$ cat src/rtl/bios_boot_loader.sv
// Copies the 16 BIOS words into i281 code memory after reset and holds the CPU until done.
// Optional read-back verify is enabled by defining BIOS_BOOT_VERIFY_EN.
module bios_boot_loader #(
    parameter int ADDR_W    = 6,
    parameter int BASE_ADDR = 0
) (
    input  logic              clk,
    input  logic              rst_n,
    input  logic [15:0]       b0,
    input  logic [15:0]       b1,
    input  logic [15:0]       b2,
    input  logic [15:0]       b3,
    input  logic [15:0]       b4,
    input  logic [15:0]       b5,
    input  logic [15:0]       b6,
    input  logic [15:0]       b7,
    input  logic [15:0]       b8,
    input  logic [15:0]       b9,
    input  logic [15:0]       b10,
    input  logic [15:0]       b11,
    input  logic [15:0]       b12,
    input  logic [15:0]       b13,
    input  logic [15:0]       b14,
    input  logic [15:0]       b15,
    input  logic              start,
    input  logic              cm_ready,
    output logic              cm_wr_en,
    output logic [ADDR_W-1:0] cm_addr,
    output logic [15:0]       cm_wr_data,
    output logic              cm_rd_en,
    input  logic [15:0]       cm_rd_data,
    output logic              cpu_hold,
    output logic              boot_done,
    output logic              boot_error,
    output logic [3:0]        err_index
);

    typedef enum logic [2:0] {
        S_IDLE,
        S_WRITE,
        S_VERIFY_RD,
        S_VERIFY_CMP,
        S_DONE,
        S_ERR
    } state_t;

    localparam logic [ADDR_W-1:0] BASE = ADDR_W'(BASE_ADDR);

    state_t      state;
    logic [3:0]  idx;
    logic [3:0]  idx_next;
    logic [15:0] bios [16];

    assign idx_next = idx + 4'd1;

    assign bios[0]  = b0;
    assign bios[1]  = b1;
    assign bios[2]  = b2;
    assign bios[3]  = b3;
    assign bios[4]  = b4;
    assign bios[5]  = b5;
    assign bios[6]  = b6;
    assign bios[7]  = b7;
    assign bios[8]  = b8;
    assign bios[9]  = b9;
    assign bios[10] = b10;
    assign bios[11] = b11;
    assign bios[12] = b12;
    assign bios[13] = b13;
    assign bios[14] = b14;
    assign bios[15] = b15;

`ifndef BIOS_BOOT_VERIFY_EN
    logic unused_rd;
    assign unused_rd  = ^cm_rd_data;
    assign cm_rd_en   = 1'b0;
    assign boot_error = 1'b0;
    assign err_index  = 4'd0;
`endif

    // Outputs are computed one state ahead so each request is registered the cycle it is issued.
    always_ff @(posedge clk or negedge rst_n) begin
        if (!rst_n) begin
            state      <= S_IDLE;
            idx        <= 4'd0;
            cm_wr_en   <= 1'b0;
            cm_addr    <= BASE;
            cm_wr_data <= 16'h0000;
            cpu_hold   <= 1'b1;
            boot_done  <= 1'b0;
`ifdef BIOS_BOOT_VERIFY_EN
            cm_rd_en   <= 1'b0;
            boot_error <= 1'b0;
            err_index  <= 4'd0;
`endif
        end else begin
            case (state)
                S_IDLE: begin
                    state      <= S_WRITE;
                    idx        <= 4'd0;
                    cm_wr_en   <= 1'b1;
                    cm_addr    <= BASE;
                    cm_wr_data <= bios[0];
                end
                S_WRITE: begin
                    if (cm_ready) begin
                        if (idx == 4'd15) begin
                            cm_wr_en <= 1'b0;
                            idx      <= 4'd0;
`ifdef BIOS_BOOT_VERIFY_EN
                            state    <= S_VERIFY_RD;
                            cm_rd_en <= 1'b1;
                            cm_addr  <= BASE;
`else
                            state     <= S_DONE;
                            cpu_hold  <= 1'b0;
                            boot_done <= 1'b1;
`endif
                        end else begin
                            idx        <= idx_next;
                            cm_addr    <= BASE + ADDR_W'(idx_next);
                            cm_wr_data <= bios[idx_next];
                        end
                    end
                end
`ifdef BIOS_BOOT_VERIFY_EN
                S_VERIFY_RD: begin
                    if (cm_ready) begin
                        cm_rd_en <= 1'b0;
                        state    <= S_VERIFY_CMP;
                    end
                end
                // Read data is valid exactly in this cycle, one after the read was accepted.
                S_VERIFY_CMP: begin
                    if (cm_rd_data != bios[idx]) begin
                        state      <= S_ERR;
                        boot_error <= 1'b1;
                        err_index  <= idx;
                    end else if (idx == 4'd15) begin
                        state     <= S_DONE;
                        cpu_hold  <= 1'b0;
                        boot_done <= 1'b1;
                    end else begin
                        idx      <= idx_next;
                        cm_rd_en <= 1'b1;
                        cm_addr  <= BASE + ADDR_W'(idx_next);
                        state    <= S_VERIFY_RD;
                    end
                end
`endif
                S_DONE, S_ERR: begin
                    if (start) begin
                        state      <= S_WRITE;
                        idx        <= 4'd0;
                        cm_wr_en   <= 1'b1;
                        cm_addr    <= BASE;
                        cm_wr_data <= bios[0];
                        cpu_hold   <= 1'b1;
                        boot_done  <= 1'b0;
`ifdef BIOS_BOOT_VERIFY_EN
                        boot_error <= 1'b0;
                        err_index  <= 4'd0;
`endif
                    end
                end
                default: state <= S_IDLE;
            endcase
        end
    end

endmodule

$ cat config.mk
export PLATFORM = sky130hd
export DESIGN_NAME = bios_boot_loader
export DESIGN_NICKNAME = d
export VERILOG_FILES = /design/src/rtl/bios_boot_loader.sv
export SDC_FILE = /design/constraint.sdc
export NUM_CORES = 1
export LEC_CHECK = 0
export ABC_AREA = 1
export ABC_CLOCK_PERIOD_IN_PS = 4450
export CAP_MARGIN = 5
export CELL_PAD_IN_SITES_DETAIL_PLACEMENT = 0
export CELL_PAD_IN_SITES_GLOBAL_PLACEMENT = 1
export CORE_AREA = 5 5 168 129
export DETAILED_ROUTE_END_ITERATION = 10
export DIE_AREA = 0 0 173 134
export PLACE_DENSITY_LB_ADDON = 0.2
export SLEW_MARGIN = 15
export SYNTH_ARGS = -nofsm -noshare
export SYNTH_HDL_FRONTEND = slang
export SYNTH_SLANG_ARGS = --single-unit
$ cat constraint.sdc
create_clock -name clk -period 4.45 [get_ports clk]
set_input_delay 0.445 -clock clk [delete_from_list [all_inputs] [get_ports clk]]
set_output_delay 0.445 -clock clk [all_outputs]
set_load 0.01 [all_outputs]
==> run metrics <==
outcome completed; Setup-failing EPs final 0; Antenna Violating Nets Remaining 0; Num CTS Buffers 5; critical path required time 4.66 ns; Leakage 3.97 nW; largest net degree at the start of global routing 81; height of the chip 134 um; DP Area 7360 um^2; Synth top area share 36.0%; RePlAce Congestion 0.768; crit path max fanout 80; WHS 0.476 ns; CORE AREA 19900 um^2; gr ovfl total 0; wire per inst 16.3 um; Clk Latency, worst-skew pair 0.27 ns; max_slew headroom 25.1%; Netlist cell types 24; P_sw 0.00269 W; dpl ws 1.44 ns; final WL 22.7 mm; switch share 57.9%; Worst R2R Setup Slack 1.53 ns; post-synthesis register bit count 29; P_int 0.00195 W; antenna violations before repair 1; Initial Util 22.4%; Cell Count Post-Placement 1390; Layout area overhead 67.7%; vias per cell 4.31; metal2 WL 9.84 mm; DRC errors left 0; Post-DP HPWL 17.3 mm; Avg Synthesized Cell Area 4.99 um^2; Least-Margin Pin Slew 1.12 ns; vias in the first global route 5819; gr usage total 18.9%; R2R cell count 9; Ys Warns 0; WP data arrival 3.13 ns; Worst Setup EP cm_wr_data[10]; CTS tree done; vias after detailed routing 6030; Peak Freq 342 MHz; highest routing layer actually used met5; # clock sinks 29; share of cells above drive strength 1 3.33%; FF-to-FF End cm_wr_data[10]; WS Path Type flop to flop; post-route cell area 7500 um^2; H-Tree Depth 2; max capacitance violation total 0; FF-to-FF Start idx[0]; nets@finish 1416; cell count after synthesis 896; I/O pins 307; First-pass DRT Iterations 4; chip width 173 um; Worst Clk Skew 0.00206 ns; period utilization 65.6%; Fin Setup TNS 0 ns; DRT iter0 DRCs 362; post-synthesis sequential area ratio 16.2%; first-pass GRT wire length 34.6 mm; area of the mapped netlist 4470 um^2; fin. max-slew vios 0; Die ar. 23200 um^2; pwr dens 618 nW/um^2; post-cts repair resize count 0; first element of the critical path idx[0]; fin cells 1398; Synth Area in XOR/XNOR 0.923%; Synth Area in Adders 0.280%; Root Buffer clkbuf_16; crit start category flop; RSZ-0062 raised after global routing no; worst setup margin 1.53 ns; met3 WL 1.67 mm; FP Rows 45; worst hold path type flop to flop; CP Capture Type flop; post-route minimum period 2.92 ns; CTS Buffer Depth 2; post-synthesis compound-gate area fraction 3.02%; Reg clk slew, reported paths 0.05 ns; clock share of power 7.0%; Seq pwr share 10.6%; final hold violations 0; cell taking the most area after synthesis nand2_1; simple-gate share of the synthesized area 58.6%; diode count 0; Port Buf Inserts 282; top post-synthesis cells by area nand2_1 (36%), nand3_1 (21%), dfrtp_1 (16%), inv_1 (12%), buf_2 (2.8%); largest family of logic cells by synthesized area simple AND/OR/NAND/NOR gates; M1 WL 11.1 mm; VDD IR max 587 uV; Gate power share 82.4%; mux share of post-synthesis cell area 0%; hold buffer count at CTS 0; post-CTS setup repair buffer count 0
-- Yosys cell counts --
cell type,instances
a21oi_1,18
o21ai_4,1
clkinv_1,1
buf_2,25
clkbuf_1,9
conb_1,1
nand3_2,1
inv_1,140
or2_2,7
dfrtp_1,28
or2_1,1
nand3_1,188
o21ai_0,4
inv_2,5
nor2_1,3
xnor2_1,1
buf_6,9
nand2_1,429
ha_1,1
buf_4,13
o21ai_2,1
buf_1,7
xor2_2,2
dfstp_2,1
-- stage by stage --
step | utilization, % | power [W]
floorplan | - | 0.00304
global placement | 36.9 | 0.00441
detailed placement | 36.9 | 0.00442
CTS | 37.6 | 0.00476
global route | 37.6 | 0.00516
finish | 37.6 | 0.00464
-- critical path, stage by stage (launching register included) --
cell and delay [ns]:
dfrtp_4 0.43, buf_4 0.52, buf_4 0.78, nand3_2 0.16, xor2_2 0.20, buf_4 0.27, nand3_1 0.20, nand3_1 0.14
nand2_1 0.07, nand2_1 0.06
-- flip-flops by register name, summed over array words and instances, names as in the netlist --
signal / count
boot_done: 1
idx: 4
cm_addr: 4
cpu_hold: 1
state: 2
cm_wr_data: 16
cm_wr_en: 1
-- placed cells by master, fill, tap and decap left out, types with 2 or more instances in the layout --
cell type	synthesis	routed
nand2_1	429	429
clkdlybuf4s50_1	0	282
nand3_1	188	188
inv_1	140	140
dfrtp_1	28	27
a21oi_1	18	18
buf_4	13	10
conb_1	1	8
or2_2	7	7
clkbuf_16	0	5
inv_2	5	4
o21ai_0	4	4
nor2_1	3	3
clkinv_2	0	2
-- layout make-up --
type / instances / area, um^2
Timing Repair Buffer: 292 / 2900
Fill cell: 2341 / 12400
Clock inverter: 2 / 10.0
Inverter: 146 / 551
Clock buffer: 6 / 129
Tap cell: 258 / 323
Sequential cell: 29 / 731
Multi-Input combinational cell: 665 / 2860
-- logic make-up after synthesis --
group,count (synthesis)
XOR/XNOR,3
other,1
adder cells (fa/ha/maj),1
flip-flops,29
buffers and inverters,209
AO/OA/AOI/OAI,24
AND/OR/NAND/NOR,629
-- layer usage --
metal | track usage (%) | up-vias
met1 | 26.8 | 2627
met3 | 5.13 | 12
met2 | 30.0 | 209
li1 | - | 3180
met5 | 0 | -
met4 | 1.33 | 2
-- power by group through the flow --
stage,Sequential [W],Combinational [W],Clock (W)
global placement,0.000495,0.00392,0
detailed placement,0.000496,0.00392,0
floorplan,0.000522,0.00252,0
global route,0.000508,0.00431,0.000340
finish,0.000493,0.00382,0.000322
CTS,0.000495,0.00393,0.000327
-- worst min-delay path by stage --
stage,startpoint,endpoint,slack [ns],cells after the start
after floorplan,rst_n,boot_done,0.15,0
after CTS,cm_wr_data[11],cm_wr_data[11],0.48,2
after global routing,cm_wr_data[11],cm_wr_data[11],0.50,2
after detailed placement,cm_wr_data[11],cm_wr_data[11],0.47,2
final,cm_wr_data[0],cm_wr_data[0],0.48,2
after global placement,cm_addr[1],cm_addr[1],0.46,2
Note: power is estimated with default switching activity, not from simulation.
==> variant 1, RTL diff (same settings) <==
Add a define of `BIOS_BOOT_VERIFY_EN`.
--- a/src/rtl/bios_boot_loader.sv
+++ b/src/rtl/bios_boot_loader.sv
@@ -1,5 +1,7 @@
 // Copies the 16 BIOS words into i281 code memory after reset and holds the CPU until done.
 // Optional read-back verify is enabled by defining BIOS_BOOT_VERIFY_EN.
+`define BIOS_BOOT_VERIFY_EN
+
 module bios_boot_loader #(
     parameter int ADDR_W    = 6,
     parameter int BASE_ADDR = 0
Check against the original RTL: no difference found for any inputs over 10 cycles, from zero or initial values and one cycle with rst_n low; that may be too few to reach the edited logic, so the function may still have changed.
==> variant 1 against the unedited design <==
Area after synthesis increased by 61%; wire length is 53% higher; worst setup slack got worse by 0.41 ns; cell area up 38%; total power is 14% higher; sequential share of layout area down 1.9 points; sequential cell count grew 3; clock power rose by 26%; fmax is 12% lower; die area is the same; critical endpoint is now cm_addr[0].
==> variant 1: results (changes against the unedited design) <==
metric;value;unit;change
largestRegisters;cm_wr_data x16, cm_addr x4, err_index x4;;
met1_length;15200;um;+37%
clock_skew;0.00724;ns;+0.00518 ns
ys_seq_area_frac;0.111;;-0.0514
clock_latency;0.29;ns;+0.02 ns
drive_gt1_frac;0.0270;;-0.00632
wl;34800;um;+53%
post-place-ws;1.22;ns;-0.226 ns
globalplace.congestion;0.890;;+16%
grt_max_degree;107;;+32%
dr.first_iter.drc_count;1098;;+200%
synth_xor_area_frac;0.00347;;-0.00576
ys_types;31;;+29%
peakVddDrop;0.000364;V;-38%
wl_per_cell;18.1;um;+11%
ys_top_cells_by_count;nand2_1, nand3_1, inv_1;;
grtUsageMet1;0.388;;+0.119
hold_class;input port to asynchronous set/reset pin;;
dpl_cell_area;10200;um^2;+38%
worst_pin_slew;1.10;ns;-0.0203 ns
syn_inst;1448;;+62%
grt_usage;0.285;;+0.0958
leakagePower;0.00491;uW;+24%
portBuffers;304;;+7.8%
met3_usage;0.0721;;+0.0209
slowest_delay;0.82;ns;+0.04 ns
dp.cells;1916;;+38%
grtUsageMet2;0.454;;+0.154
dr_wl_met2;15300;um;+56%
synthTopCellsByArea;nand2_1, nand3_1, inv_1;;
cp_top_family;simple AND/OR/NAND/NOR gates;;
status;complete, no violations;;
arrival;3.52;ns;+0.39 ns
dp_hpwl;25800;um;+49%
dr_wl_met3;3420;um;+100%
grt_pass1_wl;52500;um;+52%
synthAdderAreaFrac;0.00173;;-0.00106
first_pass_iters;5;;+1
r2r-start;cm_addr[0];;
post_drt_via_cell_ratio;5.34;;+24%
antenna_found_initial;4;;+3
[variant 1: where the power goes]
part	internal (uW)	total (uW)	leakage [uW]	switching [uW]
Sequential	435	565	0.000395	131
Combinational	1560	4300	0.00444	2740
Clock	263	406	0.0000798	143
Total	2260	5270	0.00491	3020
[variant 1: path summary, 6_finish.rpt]
kind	end	slack [ns]	cells past startpoint
max reg2reg	cm_addr[0]	1.12	16
min reg2reg	cpu_hold	0.46	2
max in group asynchronous	cm_addr[0]	3.63	1
min	err_index[3]	0.23	1
min in group clk	cpu_hold	0.46	2
max	cm_addr[0]	1.12	16
[variant 1: layout make-up]
cell class,instances,area (um^2)
Fill cell,2134,9570
Multi-Input combinational cell,1080,5040
Timing Repair Buffer,324,3190
Inverter,222,836
Sequential cell,32,808
Tap cell,258,323
Clock buffer,5,125
Clock inverter,3,42.5
Antenna cell,1,2.50
[variant 1: worst reg2reg max path: cells and delay by family (launching register included)]
family        cells  cell delay, ns
simple gates     15            1.65
buf+inv           1            0.83
flops             1            0.75
==> variant 2, RTL diff (same settings) <==
Made on the original files. Make the reset (`rst_n`) synchronous in one clocked block.
--- a/src/rtl/bios_boot_loader.sv
+++ b/src/rtl/bios_boot_loader.sv
@@ -79,7 +79,7 @@
 `endif
 
     // Outputs are computed one state ahead so each request is registered the cycle it is issued.
-    always_ff @(posedge clk or negedge rst_n) begin
+    always_ff @(posedge clk) begin
         if (!rst_n) begin
             state      <= S_IDLE;
             idx        <= 4'd0;
Formal check against the unedited RTL: differs if rst_n is asserted again (counterexample within 4 cycles, from zero or initial values and one cycle with rst_n low); with rst_n held inactive, the same outputs for 10 cycles.
==> variant 2 against the unedited design <==
Count of clock-buffer cells in the layout increased by 1; worst setup slack improved by 0.17 ns; area after synthesis decreased by 1.4%; non-clock buffer count decreased by 5; final cell count increased by 0.86%; wire length decreased by 0.30%; critical path depth increased by 1; global-route usage decreased by 0.41 points; cell area decreased by 0.53%; sequential cell count unchanged.
Power is not compared: it rests on default switching activity, and its combinational part moved more than twofold at a synthesized area within 25%.
==> variant 2: results (changes against the unedited design) <==
metric;value;unit;change
first_global_vias;5927;;+1.9%
grt_usage;0.185;;-0.00410
ys_seq_area_frac;0.132;;-0.0309
dr.first_iter.drc_count;327;;-9.7%
rr_worst_depth;10;;+1
clock_skew;0.00422;ns;+0.00216 ns
antenna_found_initial;2;;+1
diodes;0;;unchanged
fin_nets;1428;;+0.85%
final.fill_count;2281;;-2.6%
clk_pin_slew;0.05;ns;about the same
vias;6012;;-0.30%
synthArstFlopShare;0;;-1.00
hold_class;register to register;;
cts_hold_buf;0;;unchanged
clock_latency;0.27;ns;about the same
synthTopCellsByArea;nand2_1, nand3_1, dfxtp_1;;
wl_per_cell;16.1;um;-1.1%
setup.worst_path.start;idx[0];;
ys_top_cells_by_count;nand2_1, nand3_1, inv_1;;
leakagePower;0.00371;uW;
status;complete, no violations;;
largestRegisters;cm_wr_data x16, cm_addr x4, idx x4;;
cts_resized;0;;unchanged
synth_top_flop_cell;dfxtp_1;;
post_cts_buffers;0;;unchanged
drc;0;;unchanged
cts.htree.levels;2;;unchanged
cts-buffers-inserted;5;;unchanged
ys_warn_count;0;;unchanged
dp_hpwl;17300;um;+0.35%
path_max_fanout;60;;-25%
grt_max_degree;88;;+8.6%
cts_root_buf;clkbuf_16;;
crit_path_end;cm_wr_data[1];;
finalSetupTns;0;ns;unchanged
peakVddDrop;0.000190;V;
worst_pin_slew;1.06;ns;-0.0620 ns
portBuffers;282;;unchanged
globalplace.congestion;0.787;;+2.5%
first_pass_iters;4;;unchanged
ys_types;25;;+4.2%
cts_buffer_depth;2;;unchanged
drive_gt1_frac;0.0252;;-0.00816
reg2reg_slack;1.70;ns;+0.17 ns
arrival;2.94;ns;-0.19 ns
grt_pass1_wl;34100;um;-1.5%
variant 2: changes by cell type after synthesis, sizes merged, moves of 3 or more:
cell	delta
buf	-3
a21oi	+24
or2	-7
nor2	+34
clkbuf	+5
o21ai	-3
dfrtp	-28
dfxtp	+29
nand3	-7
nand2	-31
inv	+5
variant 2: worst max-delay path, stage by stage (launching register included):
cell and delay, ns:
dfxtp_4 0.68, buf_4 0.52, buf_4 0.59, nor2_1 0.11, nor2_1 0.13, nand2_1 0.10, nand3_1 0.08, nand3_1 0.07
nand3_1 0.16, nand2_1 0.07, a21oi_1 0.11
variant 2: cells by family (layout without fill, tap and decap cells):
| logic type | Yosys count | in the layout | synth area share |
|---|---|---|---|
| AOI/OAI and AO/OA | 46 | 46 | 0.0579 |
| DFF | 29 | 29 | 0.132 |
| adders and majority gates | 1 | 1 | 0.00284 |
| other | 1 | 8 | 0.000850 |
| xor gates and xnor gates | 3 | 3 | 0.0119 |
| and+or+nand+nor | 618 | 618 | 0.581 |
| buffers and inverters | 217 | 447 | 0.214 |
variant 2: area by class of cell:
type | instances | share of cell area
Timing Repair Buffer | 287 | 0.383
Clock buffer | 7 | 0.0220
Clock inverter | 1 | 0.00101
Inverter | 152 | 0.0775
Tap cell | 258 | 0.0433
Sequential cell | 29 | 0.0783
Multi-Input combinational cell | 676 | 0.395
variant 2: report_power, final:
part | total (uW) | internal (uW) | switching, uW
logic | 918 | 437 | 481
clock network | 374 | 256 | 118
registers | 331 | 295 | 35.9
variant 2: routing by layer:
layer	GRT usage	vias to the layer above	share of wire
met1	0.240	2548	0.45
li1	-	3229	-
met3	0.0589	16	0.087
met4	0.0257	4	0.012
met5	0	-	0.0014
met2	0.309	215	0.45
variant 2: worst min path at each step:
stage	start	to	slack, ns	cells after the start
after floorplan	idx[1]	idx[1]	0.47	2
after global placement	cm_wr_data[7]	cm_wr_data[7]	0.45	2
after detailed placement	cm_addr[1]	cm_addr[1]	0.46	2
after CTS	cm_addr[1]	cm_addr[1]	0.47	2
after global routing	cm_wr_data[9]	cm_wr_data[9]	0.49	2
final	cm_addr[1]	cm_addr[1]	0.46	2
variant 2: metrics by stage:
stage                     area [um^2]  hold slack, ns  cells   util  setup slack, ns
after floorplan                  4440           0.472    922      -             2.80
after global placement           7290           0.453   1402  0.366             1.61
after detailed placement         7290           0.458   1402  0.366             1.63
after CTS                        7460           0.466   1410  0.374             1.62
after global routing             7460           0.492   1410  0.374             1.44
final                            7460           0.462   1410  0.374             1.70
